## src/rtl/param_updown_counter_if.sv

```systemverilog
// Bus bundle for param_updown_counter: control inputs, load/terminal values
// and the count/status outputs. The counter side uses the slave modport,
// whoever drives the counter uses the master modport.
interface param_updown_counter_if #(
  parameter int WIDTH = 8
);

  logic             sclr;
  logic             load;
  logic [WIDTH-1:0] d;
  logic             ce;
  logic             up;
  logic [WIDTH-1:0] max;
  logic [WIDTH-1:0] q;
  logic             tc;
  logic             wrap;
  logic             sat;

  modport master (
    output sclr,
    output load,
    output d,
    output ce,
    output up,
    output max,
    input  q,
    input  tc,
    input  wrap,
    input  sat
  );

  modport slave (
    input  sclr,
    input  load,
    input  d,
    input  ce,
    input  up,
    input  max,
    output q,
    output tc,
    output wrap,
    output sat
  );

endinterface

```

## src/rtl/param_updown_counter.sv

```systemverilog
// Parametrised up/down counter with programmable terminal value, wrap or
// saturate behaviour, synchronous clear/load, count enable and a
// combinational carry-out (tc) intended to drive the ce of a following stage.
module param_updown_counter #(
  parameter int WIDTH    = 8,
  parameter bit SATURATE = 1'b0
) (
  input logic                  clk,
  input logic                  clr,
  param_updown_counter_if.slave bus
);

  localparam logic [WIDTH-1:0] ZERO = '0;
  localparam logic [WIDTH-1:0] ONE  = WIDTH'(1);

  logic [WIDTH-1:0] count;
  logic [WIDTH-1:0] count_next;
  logic             wrap_reg;
  logic             wrap_next;
  logic             sat_reg;
  logic             sat_next;
  logic             term;
  logic             counting;
  logic [WIDTH-1:0] count_inc;
  logic [WIDTH-1:0] count_dec;

  // Terminal condition: up direction treats anything at or above max as the
  // end of range (so a loaded value beyond max terminates on the next count),
  // down direction only terminates at zero.
  always_comb begin
    if (bus.up) begin
      term = (count >= bus.max);
    end else begin
      term = (count == ZERO);
    end
  end

  // A count cycle is one where ce is set and neither sclr nor load overrides it.
  always_comb begin
    counting = bus.ce & ~bus.sclr & ~bus.load;
  end

  assign count_inc = count + ONE;
  assign count_dec = count - ONE;

  // Next-state selection in priority order sclr > load > count > hold;
  // wrap is a pulse so it defaults low, sat holds unless q is changed.
  always_comb begin
    count_next = count;
    wrap_next  = 1'b0;
    sat_next   = sat_reg;
    if (bus.sclr) begin
      count_next = ZERO;
      sat_next   = 1'b0;
    end else if (bus.load) begin
      count_next = bus.d;
      sat_next   = 1'b0;
    end else if (bus.ce) begin
      if (!term) begin
        count_next = bus.up ? count_inc : count_dec;
        sat_next   = 1'b0;
      end else if (SATURATE) begin
        count_next = count;
        sat_next   = 1'b1;
      end else begin
        count_next = bus.up ? ZERO : bus.max;
        wrap_next  = 1'b1;
        sat_next   = 1'b0;
      end
    end
  end

  // State register; clr clears everything immediately, independent of clk.
  always_ff @(posedge clk or posedge clr) begin
    if (clr) begin
      count    <= ZERO;
      wrap_reg <= 1'b0;
      sat_reg  <= 1'b0;
    end else begin
      count    <= count_next;
      wrap_reg <= wrap_next;
      sat_reg  <= sat_next;
    end
  end

  assign bus.q    = count;
  assign bus.wrap = wrap_reg;
  assign bus.sat  = sat_reg;
  assign bus.tc   = counting & term;

endmodule

```

## src/flat_wrapper.sv

```systemverilog
// flat-port wrapper written by rule: the top's interface ports become plain ports
module param_updown_counter_flat 
#(
  parameter int WIDTH    = 8,
  parameter bit SATURATE = 1'b0
)
  (clk, clr, bus_sclr, bus_load, bus_d, bus_ce, bus_up, bus_max, bus_q, bus_tc, bus_wrap, bus_sat);
  param_updown_counter_if #(.WIDTH(WIDTH)) bus_i ();
  input logic clk;
  input logic clr;
  input wire logic [$bits(bus_i.sclr)-1:0] bus_sclr;
  input wire logic [$bits(bus_i.load)-1:0] bus_load;
  input wire logic [$bits(bus_i.d)-1:0] bus_d;
  input wire logic [$bits(bus_i.ce)-1:0] bus_ce;
  input wire logic [$bits(bus_i.up)-1:0] bus_up;
  input wire logic [$bits(bus_i.max)-1:0] bus_max;
  output wire logic [$bits(bus_i.q)-1:0] bus_q;
  output wire logic [$bits(bus_i.tc)-1:0] bus_tc;
  output wire logic [$bits(bus_i.wrap)-1:0] bus_wrap;
  output wire logic [$bits(bus_i.sat)-1:0] bus_sat;
  assign bus_i.sclr = bus_sclr;
  assign bus_i.load = bus_load;
  assign bus_i.d = bus_d;
  assign bus_i.ce = bus_ce;
  assign bus_i.up = bus_up;
  assign bus_i.max = bus_max;
  assign bus_q = bus_i.q;
  assign bus_tc = bus_i.tc;
  assign bus_wrap = bus_i.wrap;
  assign bus_sat = bus_i.sat;
  param_updown_counter #(.WIDTH(WIDTH), .SATURATE(SATURATE)) u_core (.clk(clk), .clr(clr), .bus(bus_i));
endmodule
```

## config.mk

```make
export PLATFORM = sky130hd
export DESIGN_NAME = param_updown_counter_flat
export DESIGN_NICKNAME = d
export VERILOG_FILES = /design/src/rtl/param_updown_counter_if.sv /design/src/rtl/param_updown_counter.sv /design/src/flat_wrapper.sv
export SDC_FILE = /design/constraint.sdc
export NUM_CORES = 1
export LEC_CHECK = 0
export CAP_MARGIN = 20
export CORE_MARGIN = 2
export CORE_UTILIZATION = 40
export CTS_CLUSTER_DIAMETER = 100
export DETAILED_ROUTE_END_ITERATION = 6
export GPL_ROUTABILITY_DRIVEN = 1
export GPL_TIMING_DRIVEN = 0
export PLACE_DENSITY = 0.79
export SYNTH_ARGS = -nofsm -noshare
export SYNTH_HDL_FRONTEND = slang
export SYNTH_SLANG_ARGS = --single-unit
```

## constraint.sdc

```tcl
create_clock -name clk -period 3.87 [get_ports clk]
set_clock_uncertainty 0.05 [all_clocks]
set_input_delay 0.387 -clock clk [delete_from_list [all_inputs] [get_ports clk]]
set_output_delay 0.387 -clock clk [all_outputs]
set_load 0.01 [all_outputs]
```

==> summary.md, run 1 <==
| Metric | Value |
|---|---|
| Status | complete, no violations |
| Area grow syn2layout | 33.88% |
| Multi-input gate area | 769.5 um^2 |
| Final nets | 201 |
| Worst slew margin | 0.6337 |
| Routed via count | 1,127 |
| Sum Neg Setup Slack | 0 ns |
| Critical path startpoint category | primary input |
| Vias in the first global route | 1,140 |
| CTS max path bufs | 2 |
| Wirelength per Cell | 15.20 um |
| Chip width | 55.84 um |
| Post-synth EDFFs | 0 |
| Fin crit period | 3.228 ns |
| Cts repair resizes | 0 |
| CTS tree | done |
| Synth Flop Type | dfrtp_1 |
| Synth area leaders | dfrtp_1 21%, ha_1 16%, a221oi_2 7.0% |
| WL met3 | 110 um |
| Total CTS buffers | 3 |
| Min-Delay Path Class | primary input to async pin |
| Via density per instance | 5.839 |
| Initial Utilization | 0.4261 |
| Share of cells above drive strength 1 | 0.08589 |
| Endpoint class of the critical path | primary output |
| Critical Path Fanout Max | 10 |
| Antenna violations before repair | 0 |
| Routed Antenna Nets | 0 |
| Clock Latency Late Sink | 0.28 ns |
| Residual DRC | 0 |
| Mapped cell area | 1075 um^2 |
| CTS Root Cell | clkbuf_4 |
| Max frequency | 309.8 MHz |
| Clock Pin Slew Worst Setup and Hold Paths | 0.07 ns |
| Initial drt markers | 15 |
| Hold Vio Cnt, Final | 0 |
| Reg area | 225.2 um^2 |
| Async set or reset register ratio after synthesis | 1.000 |
| Die Height | 55.84 um |
| Wire length on met1 | 1306 um |
| GPL Wtd Cong | 0.8093 |
| GR Overflow Total | 0 |
| Die ar. | 3118 um^2 |
| Synthesis-stage register bit count | 9 |
| Number of max-cap violations | 0 |
| Peak VDD IR | 202.9 uV |
| Pleak | 0.6566 nW |
| PD cells | 277.4 nW/um^2 |
| Mapped Cells | 129 |
| Global-route wire length before repair | 5071 um |
| Synth Warn # | 0 |
| Antenna Cells | 0 |
| Post-CTS setup-driven buffer insertion count | 0 |
| Req. time, crit path | 3.43 ns |
| Core Footprint | 2522 um^2 |
| Finish-stage setup viols | 0 |
| IO Count | 33 |
| # port buffers | 30 |
| Top-area cell type share of the netlist area | 0.2095 |
| Area leader, netlist | dfrtp_1 |
| Critical Path AT | 2.79 ns |
| Post-CTS Hold Buffers | 0 |
| Standard-cell row count | 18 |
| Dpl hpwl | 2287 um |
| Htree depth | 1 |
| Cell variety after synth | 37 |
| RSZ-0062 raised after global routing | false |
| DR pass1 iterations | 4 |
| Met2 wire len | 1457 um |
| Layout fillers | 232 |
| Uppermost layer routed | met4 |
| Post-route clock period utilization | 0.8341 |
| Net Count, Synth | 166 |
| Seq/Total Area, Yosys | 0.2095 |
| Total wire length | 2933 um |
| Largest net degree at the start of global routing | 11 |
| Final Power | 0.0003992 W |
| Slew Limit Fails | 0 |
| WS Path Type | primary input to primary output |
| CTS sink count | 9 |
| Syn Area/Cell | 8.332 um^2 |
| Total global-route track usage | 0.2016 |
| Max FFs per register | 8 |
| Worst-Margin Slew | 0.5494 ns |
==> report_power, final <==
group | switching, W | internal [W] | leakage [nW] | total [W]
combinational | 0.000100 | 0.0000985 | 0.523 | 0.000199
sequential | 0.0000162 | 0.000103 | 0.118 | 0.000119
clock | 0.0000411 | 0.0000401 | 0.0150 | 0.0000811
total | 0.000157 | 0.000242 | 0.657 | 0.000399
==> cells in the mapped netlist, types with 2 or more instances <==
cell	instances
xnor2_1	3
o21bai_1	5
a21o_1	2
a211oi_1	5
nand2_1	12
a221oi_2	5
nand2b_1	3
a21oi_1	8
nand4_1	2
nor3_1	6
ha_1	14
clkbuf_1	4
inv_1	13
o21ai_0	4
dfrtp_1	9
nor2_1	6
nand3_1	3
nor2b_1	3
xor2_1	3
nor4_1	2
==> area by class of cell <==
type / instances / area share
Timing Repair Buffer: 30 / 0.2087
Buffer: 6 / 0.01913
Clock buffer: 4 / 0.01826
Multi-Input combinational cell: 100 / 0.5348
Tap cell: 30 / 0.02609
Inverter: 14 / 0.03652
Sequential cell: 9 / 0.1565
==> worst paths after layout <==
path	startpoint	to	slack, ns	cells after the start
worst min-delay path	clr	u_core.bus.q[2]$_DFFE_PP0P_	0.33	2
min in group clk	bus_sclr	u_core.bus.q[7]$_DFFE_PP0P_	0.57	2
worst min register to register	u_core.bus.q[0]$_DFFE_PP0P_	u_core.bus.q[0]$_DFFE_PP0P_	0.66	3
worst max register to register	u_core.bus.q[0]$_DFFE_PP0P_	u_core.bus.q[5]$_DFFE_PP0P_	1.57	8
max in group asynchronous	clr	u_core.bus.q[0]$_DFFE_PP0P_	3.15	2
worst max-delay path	bus_max[6]	bus_tc	0.64	8
==> layout by cell type (no fill, tap or decap), types with 6 or more instances in the layout <==
master	count
clkdlybuf4s50_1	30
ha_1	14
dfrtp_1	9
nor2_1	6
nand2_1	12
a21oi_1	8
inv_1	13
nor3_1	6
==> cell families (layout without fill, tap and decap cells) <==
logic type | Yosys count | after routing | share of synthesized area
flip-flops | 9 | 9 | 0.2095
XOR/XNOR | 6 | 6 | 0.04890
AO/OA/AOI/OAI | 39 | 39 | 0.3050
AND/OR/NAND/NOR | 39 | 39 | 0.1769
other | 1 | 1 | 0.003489
buffers and inverters | 20 | 54 | 0.07450
adder cells (fa/ha/maj) | 15 | 15 | 0.1816
==> layer usage <==
metal,track usage,vias up
met2,0.3605,33
met5,0,-
met3,0.02326,7
met4,0.08163,0
met1,0.2443,543
li1,-,544
==> worst max-delay path: stages <==
cell	delay (ns)
clkdlybuf4s50_1	0.49
inv_1	0.05
ha_1	0.33
nand3_1	0.09
o311ai_1	0.46
o22ai_4	0.21
nor3_1	0.21
clkdlybuf4s50_1	0.56
==> per-stage QoR <==
| stage | worst slack [ns] | util | hold slack, ns | instance area [um^2] | instances |
|---|---|---|---|---|---|
| 3_3_place_gp | 0.6480 | 0.5600 | 0.6216 | 1413 | 189 |
| 6_report | 0.6421 | 0.5704 | 0.3296 | 1439 | 193 |
| 4_1_cts | 0.6364 | 0.5704 | 0.3440 | 1439 | 193 |
| 2_1_floorplan | 1.600 | - | 0.1649 | 1075 | 129 |
| 3_5_place_dp | 0.6312 | 0.5600 | 0.6436 | 1413 | 189 |
| 5_1_grt | 0.5021 | 0.5704 | 0.3880 | 1439 | 193 |
No activity file was read; power rests on OpenSTA's default activity.
==> inputs of run 2 (changes only) <==
Settings changed: PLACE_DENSITY 0.79 to 0.82.
Clock period 3.87 ns to 2.7 ns, I/O delays scaled along.
==> run 2 against run 1 <==
  * Global-route usage is 0.77 points higher
  * Via count up 0.44%
  * Critical path depth unchanged
  * Total power up 49%
  * Flip-flop and latch count unchanged
  * Register-to-register slack worse by 1.1 ns
  * First-iteration DRC count is 13% higher
  * Critical endpoint unchanged
  * Highest routed layer unchanged
==> summary.md, run 2 (synthesized netlist as in run 1, its figures left out) <==
| Metric | Value |
|---|---|
| Status | complete, no violations |
| Antenna violations before repair | 0 (unchanged) |
| Number of max-cap violations | 0 (unchanged) |
| Largest net degree at the start of global routing | 11 (unchanged) |
| Flop pwr share | 0.289 (-0.010) |
| Min-Delay Path Class | primary input to async pin |
| CTS sink count | 9 (unchanged) |
| Layout fillers | 221 (-4.7%) |
| FF-to-FF path depth | 9 (+1) |
| Residual DRC | 0 (unchanged) |
| GR Overflow Total | 0 (unchanged) |
| Total global-route track usage | 0.2094 (+0.007737) |
| Finish-stage setup viols | 0 (unchanged) |
| Final nets | 202 (+0.50%) |
| Htree depth | 1 (unchanged) |
| Total CTS buffers | 3 (unchanged) |
| Endpoint class of the critical path | primary output |
| Die ar. | 3118 um^2 (unchanged) |
| Initial drt markers | 17 (+2) |
| CTS tree | done |
| Routed Antenna Nets | 0 (unchanged) |
| Antenna Cells | 0 (unchanged) |
| Global-route wire length before repair | 5264 um (+3.8%) |
| Clock Latency Late Sink | 0.28 ns (about the same) |
| Hold Vio Cnt, Final | 0 (unchanged) |
| Sw power | 0.0002406 W (+53%) |
| GPL Wtd Cong | 0.8341 (+3.1%) |
| PD cells | 404.8 nW/um^2 (+46%) |
| WS Path Type | flip-flop to primary output |
| Switching share of power | 0.4050 (+0.01066) |
| Wirelength per Cell | 16.27 um (+7.0%) |
| Area grow syn2layout | 36.55% |
| Req. time, crit path | 2.38 ns (-1.05 ns) |
| Max frequency | 396.0 MHz |
| Fin crit period | 2.525 ns |
| Hold_ws | 0.2201 ns (-0.1095 ns) |
| Routed via count | 1,132 (+0.44%) |
| CTS Root Cell | clkbuf_4 |
| Worst slew margin | 0.6402 (+0.006481) |
| Reg-to-reg endpoint | u_core.bus.q[5]$_DFFE_PP0P_ |
| Vias in the first global route | 1,151 (+0.96%) |
| Sum Neg Setup Slack | 0 ns (unchanged) |
| RSZ-0062 raised after global routing | false |
| Critical path startpoint category | flip-flop |
| Chip width | 55.84 um (unchanged) |
| Via density per instance | 5.835 (about the same) |
| Share of cells above drive strength 1 | 0.1098 (+0.02387) |
| Dpl hpwl | 2321 um (+1.5%) |
| Pleak | 0.6830 nW (+4.0%) |
| Clock Pin Slew Worst Setup and Hold Paths | 0.07 ns (about the same) |
| Worst-Margin Slew | 0.5397 ns (-0.009721 ns) |
| Most frequent cells in the layout | 29 x clkdlybuf4s50_1, 14 x ha_1, 12 x nand2_1, 12 x inv_1, 9 x dfrtp_1 |
| Initial Utilization | 0.4261 (unchanged) |
| PnR worst setup slack | 0.1748 ns (-0.4673 ns) |
| # port buffers | 30 (unchanged) |
| DP Area | 1413 um^2 (unchanged) |
| Dpl ws | -0.2648 ns (-0.8960 ns) |
| Slew Limit Fails | 0 (unchanged) |
| Worst r2r src | u_core.bus.q[0]$_DFFE_PP0P_ |
| Final Cell Area | 1468 um^2 (+2.0%) |
| CTS max path bufs | 2 (unchanged) |
| Post-CTS Hold Buffers | 0 (unchanged) |
| Reg-to-reg slack, setup | 0.44 ns (-1.13 ns) |
| Clock Power Share | 0.202 (about the same) |
| Logic pwr share | 0.510 (+0.012) |
| Max FFs per register | 8 (unchanged) |
| Critical Path Fanout Max | 4 (-6) |
| Standard-cell row count | 18 (unchanged) |
| Post-route clock period utilization | 0.9353 |
| IO Count | 33 (unchanged) |
| Commonest non-fill, non-tap cell in the layout | clkdlybuf4s50_1 |
| DR pass1 iterations | 4 (unchanged) |
| Utilization after layout | 0.5818 (+0.01141) |
| Core Footprint | 2522 um^2 (unchanged) |
| Die Height | 55.84 um (unchanged) |
| Internal power | 0.0003534 W (+46%) |
| Total wire length | 3156 um (+7.6%) |
| Critical Path AT | 2.21 ns (-0.58 ns) |
| Peak VDD IR | 254.8 uV (+26%) |
==> run 2: changes by cell type in the layout (fill, tap and decap cells not counted), sizes merged <==
| cell | delta |
|---|---|
| dlygate4sd2 | +1 |
| buf | +1 |
| clkdlybuf4s50 | -1 |
==> run 2: layout make-up <==
cell class	instances	area, um^2	area share
repair buffers	31	306.5	0.2089
clock buffers	4	26.28	0.01790
multi-input cells	100	792.0	0.5396
inverters	14	52.55	0.03581
plain buffers	6	27.53	0.01876
flip-flops and latches	9	225.2	0.1535
well taps	30	37.54	0.02558
==> run 2: stage by stage <==
stage	cells	total power, W
3_3_place_gp	189	0.0004450
3_5_place_dp	189	0.0004586
5_1_grt	194	0.0006286
4_1_cts	194	0.0005864
6_report	194	0.0005940
2_1_floorplan	129	0.0003506
==> run 2: worst max path at each step <==
stage	from	endpoint	slack (ns)	cells after the start
after floorplan	u_core.bus.q[0]$_DFFE_PP0P_	bus_tc	0.55	7
after global placement	bus_max[6]	bus_tc	-0.27	8
after detailed placement	bus_max[6]	bus_tc	-0.26	8
after CTS	u_core.bus.q[0]$_DFFE_PP0P_	bus_tc	0.13	8
after global routing	u_core.bus.q[0]$_DFFE_PP0P_	bus_tc	0.05	8
final	u_core.bus.q[0]$_DFFE_PP0P_	bus_tc	0.17	8
==> run 2: critical path, stage by stage (launching register included) <==
cell and delay (ns):
dfrtp_1 0.42, inv_2 0.09, ha_1 0.30, nand2b_1 0.16, a211oi_2 0.27, o311ai_4 0.13, o22ai_4 0.20, nor3_1 0.07
dlygate4sd2_1 0.30
==> run 2: timing repair <==
action                     4_1_cts  5_1_grt
setup endpoints to repair        1        1
buffers inserted                 1        0
resized for setup                4        1
pin swaps                        2        1
==> run 2: power by group through the flow <==
stage               Sequential [W]  Combinational, W  Clock [W]
finish                    0.000171          0.000303   0.000120
floorplan                 0.000173          0.000178          0
global placement          0.000173          0.000272          0
CTS                       0.000171          0.000298   0.000118
detailed placement        0.000173          0.000285          0
global route              0.000173          0.000330   0.000126
==> run 2: metal layers <==
| layer | routed length [um] | share of wire | track usage | up-vias |
|---|---|---|---|---|
| li1 | - | - | - | 543 |
| met1 | 1305 | 0.41 | 0.2486 | 545 |
| met2 | 1660 | 0.53 | 0.3793 | 39 |
| met3 | 147 | 0.047 | 0.02558 | 5 |
| met4 | 43 | 0.014 | 0.08503 | 0 |
| met5 | 0 | 0 | 0 | - |
==> inputs of run 3 (changes only) <==
Settings changed: CORE_UTILIZATION 40 to 50, PLACE_DENSITY 0.82 to 0.94.
Clock period 2.7 ns to 3.26 ns, I/O delays scaled along.
==> run 3 against run 2 <==
  * Sequential power shrank 18%
  * Global-route usage grew 3.4 points
  * Flip-flop and latch count unchanged
  * Final area decreased by 1.7%
  * Highest routed layer unchanged
  * Combinational power down 21%
  * Critical path type is now primary input to primary output
==> summary.md, run 3 (synthesized netlist as in run 1, its figures left out) <==
| Metric | Value |
|---|---|
| Status | complete, no violations |
| Most frequent cells in the layout | 30 x clkdlybuf4s50_1, 14 x ha_1, 13 x inv_1 |
| Residual DRC | 0 (unchanged) |
| Dpl ws | 0.1971 ns (+0.4619 ns) |
| Largest net degree at the start of global routing | 11 (unchanged) |
| Hold Vio Cnt, Final | 0 (unchanged) |
| Wirelength per Cell | 15.05 um (-7.5%) |
| Routed Antenna Nets | 0 (unchanged) |
| Finish-stage setup viols | 0 (unchanged) |
| GR Overflow Total | 0 (unchanged) |
| Max FFs per register | 8 (unchanged) |
| Htree depth | 1 (unchanged) |
| GPL Wtd Cong | 0.8290 (-0.61%) |
| Share of cells above drive strength 1 | 0.09202 (-0.01773) |
| Endpoint class of the critical path | primary output |
| Clock Pin Slew Worst Setup and Hold Paths | 0.07 ns (about the same) |
| Core Footprint | 2002 um^2 (-21%) |
| Fin crit period | 3.049 ns |
| Initial Utilization | 0.5369 (+0.1108) |
| DP Area | 1409 um^2 (-0.27%) |
| # port buffers | 30 (unchanged) |
| Die ar. | 2537 um^2 (-19%) |
| IO Count | 33 (unchanged) |
| Final nets | 201 (-0.50%) |
| Global-route wire length before repair | 4588 um (-13%) |
| Critical Path Fanout Max | 10 (+6) |
| Total wire length | 2860 um (-9.4%) |
| Worst slew margin | 0.6662 (+0.02599) |
| Req. time, crit path | 2.88 ns (+0.50 ns) |
| Critical path startpoint category | primary input |
| Total CTS buffers | 3 (unchanged) |
| Antenna violations before repair | 0 (unchanged) |
| Dpl hpwl | 2181 um (-6.0%) |
| Commonest non-fill, non-tap cell in the layout | clkdlybuf4s50_1 |
| Post-CTS setup-driven buffer insertion count | 0 (-1) |
| Sum Neg Setup Slack | 0 ns (unchanged) |
| PD cells | 330.7 nW/um^2 (-18%) |
| Number of max-cap violations | 0 (unchanged) |
| Slew Limit Fails | 0 (unchanged) |
| RSZ-0062 raised after global routing | false |
| CTS Root Cell | clkbuf_4 |
| CTS tree | done |
| Vias in the first global route | 1,044 (-9.3%) |
| Area grow syn2layout | 34.23% |
| Peak VDD IR | 233.8 uV (-8.2%) |
| Utilization after layout | 0.7206 (+0.1388) |
| Final Cell Area | 1443 um^2 (-1.7%) |
| Layout fillers | 151 (-32%) |
| Via density per instance | 5.926 (+1.6%) |
| WS Path Type | primary input to primary output |
| PnR worst setup slack | 0.2107 ns (+0.03586 ns) |
| Routed via count | 1,126 (-0.53%) |
| Antenna Cells | 0 (unchanged) |
| Initial drt markers | 29 (+12) |
| CTS sink count | 9 (unchanged) |
| Critical Path AT | 2.67 ns (+0.46 ns) |
| Max frequency | 327.9 MHz |
| CTS max path bufs | 2 (unchanged) |
| Die Height | 50.37 um (-9.8%) |
| DR pass1 iterations | 4 (unchanged) |
| Chip width | 50.37 um (-9.8%) |
| Pleak | 0.6586 nW (-3.6%) |
| Min-Delay Path Class | primary input to async pin |
| Worst-Margin Slew | 0.5007 ns (-0.03898 ns) |
| Clock Latency Late Sink | 0.28 ns (about the same) |
| Hold_ws | 0.2722 ns (+0.05206 ns) |
| Standard-cell row count | 16 (-2) |
| Total global-route track usage | 0.2433 (+0.03388) |
| Post-route clock period utilization | 0.9354 |
[run 3: final cells by class]
class | count | area (um^2) | share of cell area
tap | 27 | 33.78 | 0.02342
sequential | 9 | 225.2 | 0.1561
clock buffer | 4 | 26.28 | 0.01821
inverter | 14 | 52.55 | 0.03643
buffer | 6 | 27.53 | 0.01908
multi-input combinational | 100 | 777.0 | 0.5386
timing repair buffer | 30 | 300.3 | 0.2082
[run 3: report_power, final]
part / internal [W] / switching [W] / leakage [nW] / total [W]
clock network: 0.0000475 / 0.0000505 / 0.0150 / 0.0000980
logic: 0.000117 / 0.000121 / 0.525 / 0.000238
registers: 0.000122 / 0.0000188 / 0.118 / 0.000141
total: 0.000287 / 0.000190 / 0.659 / 0.000477
[run 3: path summary, 6_finish.rpt]
kind                            cells past startpoint                        start  slack (ns)                          end
worst max-delay path                                7                   bus_max[6]        0.21                       bus_tc
worst min-delay path                                2                          clr        0.27  u_core.bus.q[7]$_DFFE_PP0P_
worst max register to register                      8  u_core.bus.q[0]$_DFFE_PP0P_        0.94  u_core.bus.q[5]$_DFFE_PP0P_
worst min register to register                      3  u_core.bus.q[0]$_DFFE_PP0P_        0.68  u_core.bus.q[0]$_DFFE_PP0P_
max in group asynchronous                           2                          clr        2.61  u_core.bus.q[4]$_DFFE_PP0P_
min in group clk                                    2                     bus_sclr        0.48  u_core.bus.q[7]$_DFFE_PP0P_
[run 3: per-stage QoR]
stage          total power [W]  std cells
4_1_cts              0.0004734        190
6_report             0.0004771        190
3_3_place_gp         0.0003661        186
2_1_floorplan        0.0002904        129
5_1_grt              0.0005090        190
3_5_place_dp         0.0003769        186
[run 3: routing by layer]
| metal | wire (um) | part of all wire | GRT usage | vias to the layer above |
|---|---|---|---|---|
| li1 | - | - | - | 545 |
| met4 | 55 | 0.019 | 0.1261 | 0 |
| met1 | 1203 | 0.42 | 0.2783 | 531 |
| met2 | 1441 | 0.50 | 0.4254 | 44 |
| met5 | 0 | 0 | 0 | - |
| met3 | 160 | 0.056 | 0.04762 | 6 |
[run 3: timing repair]
item | CTS | global route
endpoints found under the setup margin | 0 | 1
gates resized for setup | 0 | 1
hold buffers | 0 | 0
[run 3: critical path, cell delays in order]
cell and delay [ns]:
clkdlybuf4s50_1 0.50, inv_1 0.05, ha_1 0.32, a2111o_1 0.47, o22ai_4 0.40, nor3_1 0.10
clkdlybuf4s50_1 0.50
